===== config.mk =====
export PLATFORM = sky130hd
export DESIGN_NAME = corexy_move_sequencer
export DESIGN_NICKNAME = d
export VERILOG_FILES = /design/src/rtl/corexy_move_sequencer.sv
export SDC_FILE = /design/constraint.sdc
export NUM_CORES = 2
export LEC_CHECK = 0
export CAP_MARGIN = 20
export CORE_ASPECT_RATIO = 1.2
export CORE_MARGIN = 2
export CORE_UTILIZATION = 40
export DETAILED_ROUTE_END_ITERATION = 8
export GPL_ROUTABILITY_DRIVEN = 0
export GPL_TIMING_DRIVEN = 0
export PLACE_DENSITY_LB_ADDON = 0.12
export SYNTH_ARGS = -nofsm -noshare
export SYNTH_HDL_FRONTEND = slang
export SYNTH_SLANG_ARGS = --single-unit
export TNS_END_PERCENT = 20

===== constraint.sdc =====
create_clock -name clk -period 40.7 [get_ports clk]
set_input_delay 6.105 -clock clk [delete_from_list [all_inputs] [get_ports clk]]
set_output_delay 6.105 -clock clk [all_outputs]
set_load 0.02 [all_outputs]

===== src/rtl/corexy_move_sequencer.sv =====
// ---------------------------------------------------------------------------
// corexy_move_sequencer
//
// Purpose:
//   Turns a Cartesian move (dx, dy, half-period) into CoreXY motor commands
//   for the two-motor stepper driver. Motor 1 runs a = dx+dy steps and
//   motor 2 runs b = dx-dy steps. The longer motor runs at the commanded
//   half-period. The shorter motor's half-period is stretched to
//   floor(period*L/S) so that both motors finish together. The block then
//   runs the start_driving / steppers_driving handshake with the driver and
//   reports completion, endstop aborts and the steps left on each motor.
//
// Ports:
//   clk, rst                 clock; asynchronous active-high reset
//   cmd_valid / cmd_ready    command handshake (ready only while idle)
//   cmd_dx, cmd_dy           signed X / Y step counts
//   cmd_period               half-period (clocks) for the longer motor
//   abort                    cancel the running move (START / RUN only)
//   steppers_driving         driver is moving the motors
//   stepper_step_out_1/2     driver's remaining step counts
//   stepper_step_in_1/2      signed step counts handed to the driver
//   stepper_speed_1/2        half-periods handed to the driver
//   start_driving            start request to the driver
//   busy                     a move is being processed
//   done                     one-cycle pulse when a move (or a null move) ends
//   cmd_err                  one-cycle pulse when a command is rejected
//   endstop_abort            sticky: last move stopped with steps left
//   rem_1, rem_2             remaining steps captured at the end of a move
// ---------------------------------------------------------------------------
module corexy_move_sequencer #(
    parameter int MIN_PERIOD    = 2,
    parameter int START_TIMEOUT = 4
) (
    input  logic        clk,
    input  logic        rst,
    input  logic        cmd_valid,
    output logic        cmd_ready,
    input  logic [31:0] cmd_dx,
    input  logic [31:0] cmd_dy,
    input  logic [31:0] cmd_period,
    input  logic        abort,
    input  logic        steppers_driving,
    input  logic [31:0] stepper_step_out_1,
    input  logic [31:0] stepper_step_out_2,
    output logic [31:0] stepper_step_in_1,
    output logic [31:0] stepper_speed_1,
    output logic [31:0] stepper_step_in_2,
    output logic [31:0] stepper_speed_2,
    output logic        start_driving,
    output logic        busy,
    output logic        done,
    output logic        cmd_err,
    output logic        endstop_abort,
    output logic [31:0] rem_1,
    output logic [31:0] rem_2
);

    // Magnitudes at or above 2^30 are rejected.
    localparam logic [32:0] MAG_LIMIT    = 33'h0_4000_0000;
    localparam logic [31:0] MIN_PERIOD_W = 32'(MIN_PERIOD);
    localparam logic [6:0]  DIV_LAST     = 7'd63;
    localparam logic [6:0]  START_LAST   = 7'(START_TIMEOUT - 1);

    typedef enum logic [3:0] {
        S_IDLE,
        S_CALC,
        S_MUL,
        S_DIV,
        S_LOAD,
        S_START,
        S_RUN,
        S_FINISH,
        S_GAP
    } state_t;

    state_t      state_reg, state_next;

    logic [31:0] dx_reg, dy_reg, period_reg;
    logic [31:0] long_reg, short_reg;
    logic        a_longer_reg, b_longer_reg;
    logic [63:0] prod_reg;
    logic [63:0] quot_reg;
    logic [31:0] div_rem_reg;
    logic [6:0]  cnt_reg;
    logic        abort_seen_reg;

    logic [31:0] step_in_1_reg, step_in_2_reg;
    logic [31:0] speed_1_reg, speed_2_reg;
    logic        start_driving_reg, done_reg, cmd_err_reg, endstop_reg;
    logic [31:0] rem_1_reg, rem_2_reg;

    // ---------------------------------------------------------------
    // CALC datapath: 33-bit CoreXY transform and magnitudes
    // ---------------------------------------------------------------
    logic [32:0] sum_ab, diff_ab, mag_a, mag_b;
    logic        calc_reject, calc_zero, a_ge_b;

    always_comb begin
        sum_ab      = {dx_reg[31], dx_reg} + {dy_reg[31], dy_reg};
        diff_ab     = {dx_reg[31], dx_reg} - {dy_reg[31], dy_reg};
        mag_a       = sum_ab[32]  ? (33'd0 - sum_ab)  : sum_ab;
        mag_b       = diff_ab[32] ? (33'd0 - diff_ab) : diff_ab;
        calc_reject = (mag_a >= MAG_LIMIT) || (mag_b >= MAG_LIMIT) ||
                      (period_reg < MIN_PERIOD_W);
        calc_zero   = (sum_ab == 33'd0) && (diff_ab == 33'd0);
        a_ge_b      = (mag_a >= mag_b);
    end

    // ---------------------------------------------------------------
    // Restoring divider step: one quotient bit per clock. The remainder
    // always stays below the divisor, so 32 bits hold it.
    // ---------------------------------------------------------------
    logic [32:0] div_trial;
    logic        div_fits;
    logic [31:0] div_rem_next;
    logic [31:0] quot_sat;

    always_comb begin
        div_trial    = {div_rem_reg, prod_reg[63]};
        div_fits     = (div_trial >= {1'b0, short_reg});
        div_rem_next = div_fits ? 32'(div_trial - {1'b0, short_reg})
                                : div_trial[31:0];
        // No divide when one motor is idle: its speed is irrelevant, so it
        // simply reuses the commanded period.
        if (short_reg == 32'd0) begin
            quot_sat = period_reg;
        end else if (quot_reg[63:32] != 32'd0) begin
            quot_sat = 32'hFFFF_FFFF;
        end else begin
            quot_sat = quot_reg[31:0];
        end
    end

    // ---------------------------------------------------------------
    // FSM: state register
    // ---------------------------------------------------------------
    always_ff @(posedge clk or posedge rst) begin
        if (rst) begin
            state_reg <= S_IDLE;
        end else begin
            state_reg <= state_next;
        end
    end

    // ---------------------------------------------------------------
    // FSM: next state
    // ---------------------------------------------------------------
    always_comb begin
        state_next = state_reg;
        case (state_reg)
            S_IDLE: begin
                if (cmd_valid) state_next = S_CALC;
            end
            S_CALC: begin
                if (calc_reject || calc_zero) state_next = S_IDLE;
                else                          state_next = S_MUL;
            end
            S_MUL: begin
                if (short_reg == 32'd0) state_next = S_LOAD;
                else                    state_next = S_DIV;
            end
            S_DIV: begin
                if (cnt_reg == DIV_LAST) state_next = S_LOAD;
            end
            S_LOAD: begin
                state_next = S_START;
            end
            S_START: begin
                if (abort)                      state_next = S_FINISH;
                else if (steppers_driving)      state_next = S_RUN;
                else if (cnt_reg == START_LAST) state_next = S_FINISH;
            end
            S_RUN: begin
                if (abort || !steppers_driving) state_next = S_FINISH;
            end
            S_FINISH: begin
                state_next = S_GAP;
            end
            S_GAP: begin
                state_next = S_IDLE;
            end
            default: begin
                state_next = S_IDLE;
            end
        endcase
    end

    // ---------------------------------------------------------------
    // Datapath and registered outputs
    // ---------------------------------------------------------------
    always_ff @(posedge clk or posedge rst) begin
        if (rst) begin
            dx_reg            <= '0;
            dy_reg            <= '0;
            period_reg        <= '0;
            long_reg          <= '0;
            short_reg         <= '0;
            a_longer_reg      <= 1'b0;
            b_longer_reg      <= 1'b0;
            prod_reg          <= '0;
            quot_reg          <= '0;
            div_rem_reg       <= '0;
            cnt_reg           <= '0;
            abort_seen_reg    <= 1'b0;
            step_in_1_reg     <= '0;
            step_in_2_reg     <= '0;
            speed_1_reg       <= '0;
            speed_2_reg       <= '0;
            start_driving_reg <= 1'b0;
            done_reg          <= 1'b0;
            cmd_err_reg       <= 1'b0;
            endstop_reg       <= 1'b0;
            rem_1_reg         <= '0;
            rem_2_reg         <= '0;
        end else begin
            done_reg    <= 1'b0;
            cmd_err_reg <= 1'b0;
            // start_driving follows the state being entered, so it rises on
            // LOAD exit and falls on the same edge that leaves START/RUN.
            start_driving_reg <= (state_next == S_START) || (state_next == S_RUN);

            case (state_reg)
                S_IDLE: begin
                    if (cmd_valid) begin
                        dx_reg         <= cmd_dx;
                        dy_reg         <= cmd_dy;
                        period_reg     <= cmd_period;
                        endstop_reg    <= 1'b0;
                        abort_seen_reg <= 1'b0;
                    end
                end
                S_CALC: begin
                    if (calc_reject) begin
                        cmd_err_reg <= 1'b1;
                    end else if (calc_zero) begin
                        done_reg <= 1'b1;
                    end else begin
                        step_in_1_reg <= sum_ab[31:0];
                        step_in_2_reg <= diff_ab[31:0];
                        long_reg      <= a_ge_b ? mag_a[31:0] : mag_b[31:0];
                        short_reg     <= a_ge_b ? mag_b[31:0] : mag_a[31:0];
                        a_longer_reg  <= (mag_a > mag_b);
                        b_longer_reg  <= (mag_b > mag_a);
                    end
                end
                S_MUL: begin
                    prod_reg    <= 64'(period_reg) * 64'(long_reg);
                    quot_reg    <= '0;
                    div_rem_reg <= '0;
                    cnt_reg     <= '0;
                end
                S_DIV: begin
                    div_rem_reg <= div_rem_next;
                    quot_reg    <= {quot_reg[62:0], div_fits};
                    prod_reg    <= {prod_reg[62:0], 1'b0};
                    cnt_reg     <= cnt_reg + 7'd1;
                end
                S_LOAD: begin
                    cnt_reg <= '0;
                    if (a_longer_reg) begin
                        speed_1_reg <= period_reg;
                        speed_2_reg <= quot_sat;
                    end else if (b_longer_reg) begin
                        speed_1_reg <= quot_sat;
                        speed_2_reg <= period_reg;
                    end else begin
                        speed_1_reg <= period_reg;
                        speed_2_reg <= period_reg;
                    end
                end
                S_START: begin
                    cnt_reg <= cnt_reg + 7'd1;
                    if (abort) abort_seen_reg <= 1'b1;
                end
                S_RUN: begin
                    if (abort) abort_seen_reg <= 1'b1;
                end
                S_FINISH: begin
                    rem_1_reg   <= stepper_step_out_1;
                    rem_2_reg   <= stepper_step_out_2;
                    // A deliberate abort is not an endstop event even if
                    // steps remain.
                    endstop_reg <= ((stepper_step_out_1 != 32'd0) ||
                                    (stepper_step_out_2 != 32'd0)) && !abort_seen_reg;
                    done_reg    <= 1'b1;
                end
                default: begin
                end
            endcase
        end
    end

    assign cmd_ready         = (state_reg == S_IDLE);
    assign busy              = (state_reg != S_IDLE);
    assign stepper_step_in_1 = step_in_1_reg;
    assign stepper_step_in_2 = step_in_2_reg;
    assign stepper_speed_1   = speed_1_reg;
    assign stepper_speed_2   = speed_2_reg;
    assign start_driving     = start_driving_reg;
    assign done              = done_reg;
    assign cmd_err           = cmd_err_reg;
    assign endstop_abort     = endstop_reg;
    assign rem_1             = rem_1_reg;
    assign rem_2             = rem_2_reg;

endmodule


==> results.md <==
- Synth unique cells: 82
- DR vias: about 50000
- Critical Path End Type: flip-flop
- Max_cap viols: 0
- Syn Inst Count: around 6800
- Fmax: around 93 MHz
- Overall Global Routing Usage: 29.2%
- # port buffers: 362
- Commonest non-fill, non-tap cells in the layout: 1027 x inv_1, 899 x fa_1, 785 x nand2_1
- Asr flop ratio synth: between 90% and 100%
- Post-synth top area cell: fa_1
- Pwr/cell area: 15.0 nW/um^2
- Slew HR: about 14%
- Crit-path leading delay family: adder cells
- Post-layout min period: ~11 ns
- Detailed Routing Iterations Pass 1: 6
- Die Height: 439 um
- 1st-iter DRT viols: 3641
- Top cell by count, worst path: fa_1
- Post-CTS setup buffer count: 0
- Worst-path maximum fanout: 10
- Vias in the first global route: about 53000
- Ports: approximately 360
- Synth warnings: 0
- Worst EP required: ~41 ns
- Remaining Overflow, GRT: 0
- Leakage power total: ~35 nW
- CTS resizes: 0
- Initial Util: between 40% and 50%
- CTS tree: done
- Die area: ~160000 um^2
- RSZ-0062 raised after global routing: no
- Most common library cell in the layout ignoring fill and taps: inv_1
- Final setup viols: 0
- ANT nets after route: 0
- Pin count of the biggest net entering global routing: about 130
- Final core utilization: between 40% and 50%
- Post-synthesis sequential area ratio: a little over a fifth
- Setup CP Type: flip-flop to flip-flop
- Slowest stage cell, crit path: clkbuf_1
- H-tree depth: 2
- Clock Skew: about 0.029 ns
- Clk slew on worst S/H paths: roughly 0.070 ns
- Hold Path Class: flip-flop to flip-flop
- Finished Cell Area: about 70000 um^2
- Total negative slack: 0 ns
- Area contributors post-synth: fa_1 28%, dfrtp_1 21%, ha_1 7.8%
- Crit path largest cell delay: 0.70 ns
- CP bufs+invs: 6
- WP data arrival: ~11 ns
- Hold Buf Count CTS: 0
- Root Driver: clkbuf_16
- Slew @ Worst Pin: ~1.3 ns
- Final wirelength: around 230000 um
- WL per Instance: about 25 um
- VDD IR max: approximately 0.032 mV
- Core area: 157000 um^2
- Post-synth EDFFs: 0
- Post-Syn Area: roughly 63000 um^2
- Period utilisation layout: roughly a quarter
- Syn Area/Cell: around 9.3 um^2
- Most used DFF post-synth: dfrtp_1
- Clock Path Buffers: 3
- Area Growth Syn to Fin: 13.2%
- Num CTS Buffers: 50
- DRC violations left: 0
- Syn_nets: roughly 8200
- Yosys top cell area share: between 20% and 30%
- First-pass GRT wire length: about 350000 um
- CTS Sinks: 527
- Vias/cell: 5.38
- Latest clock arrival within the worst-skew pair: 0.66 ns
- Site row count: around 160
- Post-placement cell area: ~70000 um^2
- Share of cells above drive strength 1: 5.85%
- Initial antenna violation count: 25
- DP HPWL: roughly 200000 um
- Final hold vios: 0
- Nets@finish: 8687
- Setup crit start kind: flip-flop
- Status: completed
- Max Slew Vio Count: 0
- Chip width: ~370 um
- Seq cells post-synth: roughly 530
-- synthesized netlist by cell type (14+ instances only) --
master / instances
a211oi_1: 23
and3_1: 18
o22ai_1: 36
a21oi_1: 302
inv_1: 1028
nand3_1: 112
nand4_1: 33
nor2b_1: 30
buf_1: 37
or2_2: 20
dfrtp_1: 527
or3_1: 18
o21ai_0: 198
or4_1: 14
ha_1: 394
and2_1: 599
xnor2_1: 128
buf_2: 14
mux2_2: 260
mux2i_1: 132
fa_1: 899
o21a_1: 29
nor2_1: 255
o211ai_1: 18
xor2_1: 69
nor4_1: 58
a21o_1: 80
clkbuf_1: 354
nand2b_1: 28
nor3_1: 49
o21bai_1: 24
o31ai_1: 31
a31oi_1: 25
nand2_1: 785
-- worst register-to-register path, delay by kind of cell (launching register included) --
kind	cells	cell delay, ns
DFF	1	0.32
buffers and inverters	6	1.89
AOI/OAI and AO/OA	9	2.85
adders and majority gates	9	4.32
and+or+nand+nor	4	1.09
xor gates and xnor gates	1	0.17
-- where the power goes --
group / switching, mW / internal [mW] / leakage, nW / total (mW)
Combinational: 0.0236 / 0.0228 / 27.4 / 0.0464
Clock: 0.231 / 0.266 / 0.812 / 0.496
Sequential: 0.00200 / 0.527 / 6.93 / 0.529
-- through the flow --
| stage | setup WS, ns | instances | power, mW | hold slack [ns] |
|---|---|---|---|---|
| final | 29.95 | 9370 | 1.07 | 0.472 |
| after global routing | 29.62 | 9362 | 1.10 | 0.501 |
| after CTS | 30.02 | 9358 | 1.08 | 0.475 |
| after detailed placement | 30.07 | 9267 | 0.586 | 0.466 |
| after global placement | 12.51 | 9244 | 0.585 | 0.455 |
| after floorplan | 19.87 | 6789 | 0.554 | 0.435 |
-- logic make-up after synthesis --
| group | Yosys count | share of synthesized area [%] |
|---|---|---|
| AOI/OAI and AO/OA | 877 | 8.57 |
| and+or+nand+nor | 2057 | 16.1 |
| xor gates and xnor gates | 197 | 2.73 |
| buffers and inverters | 1441 | 8.63 |
| adders and majority gates | 1293 | 36.3 |
| muxes | 397 | 6.81 |
| DFF | 527 | 20.9 |
-- path summary, 6_finish.rpt --
check                               start             endpoint  slack [ns]  cells past startpoint
min in group asynchronous             rst            dy_reg[4]        5.89                      2
min                        abort_seen_reg        endstop_abort        0.47                      1
max in group asynchronous             rst  stepper_speed_1[25]       33.20                      4
max                        period_reg[17]         prod_reg[63]       29.95                     29
max reg2reg                period_reg[17]         prod_reg[63]       29.95                     29
min reg2reg                abort_seen_reg        endstop_abort        0.47                      1
-- layer usage --
| layer | track usage (%) | wire [um] |
|---|---|---|
| met1 | 35.3 | 90500 |
| met2 | 50.3 | 114000 |
| met3 | 4.70 | 15800 |
| met4 | 15.1 | 14400 |
| met5 | 0 | 89 |
-- final cells by class --
| class | instances | area, um^2 |
|---|---|---|
| multi-input combinational | 4821 | 44500 |
| clock inverter | 21 | 250 |
| antenna | 9 | 22.5 |
| inverter | 1030 | 3870 |
| buffer | 411 | 1590 |
| sequential | 527 | 13200 |
| clock buffer | 70 | 1420 |
| tap | 2093 | 2620 |
| timing repair buffer | 388 | 4030 |
| fill | 15600 | 85200 |
No activity file was read; power rests on OpenSTA's default activity.
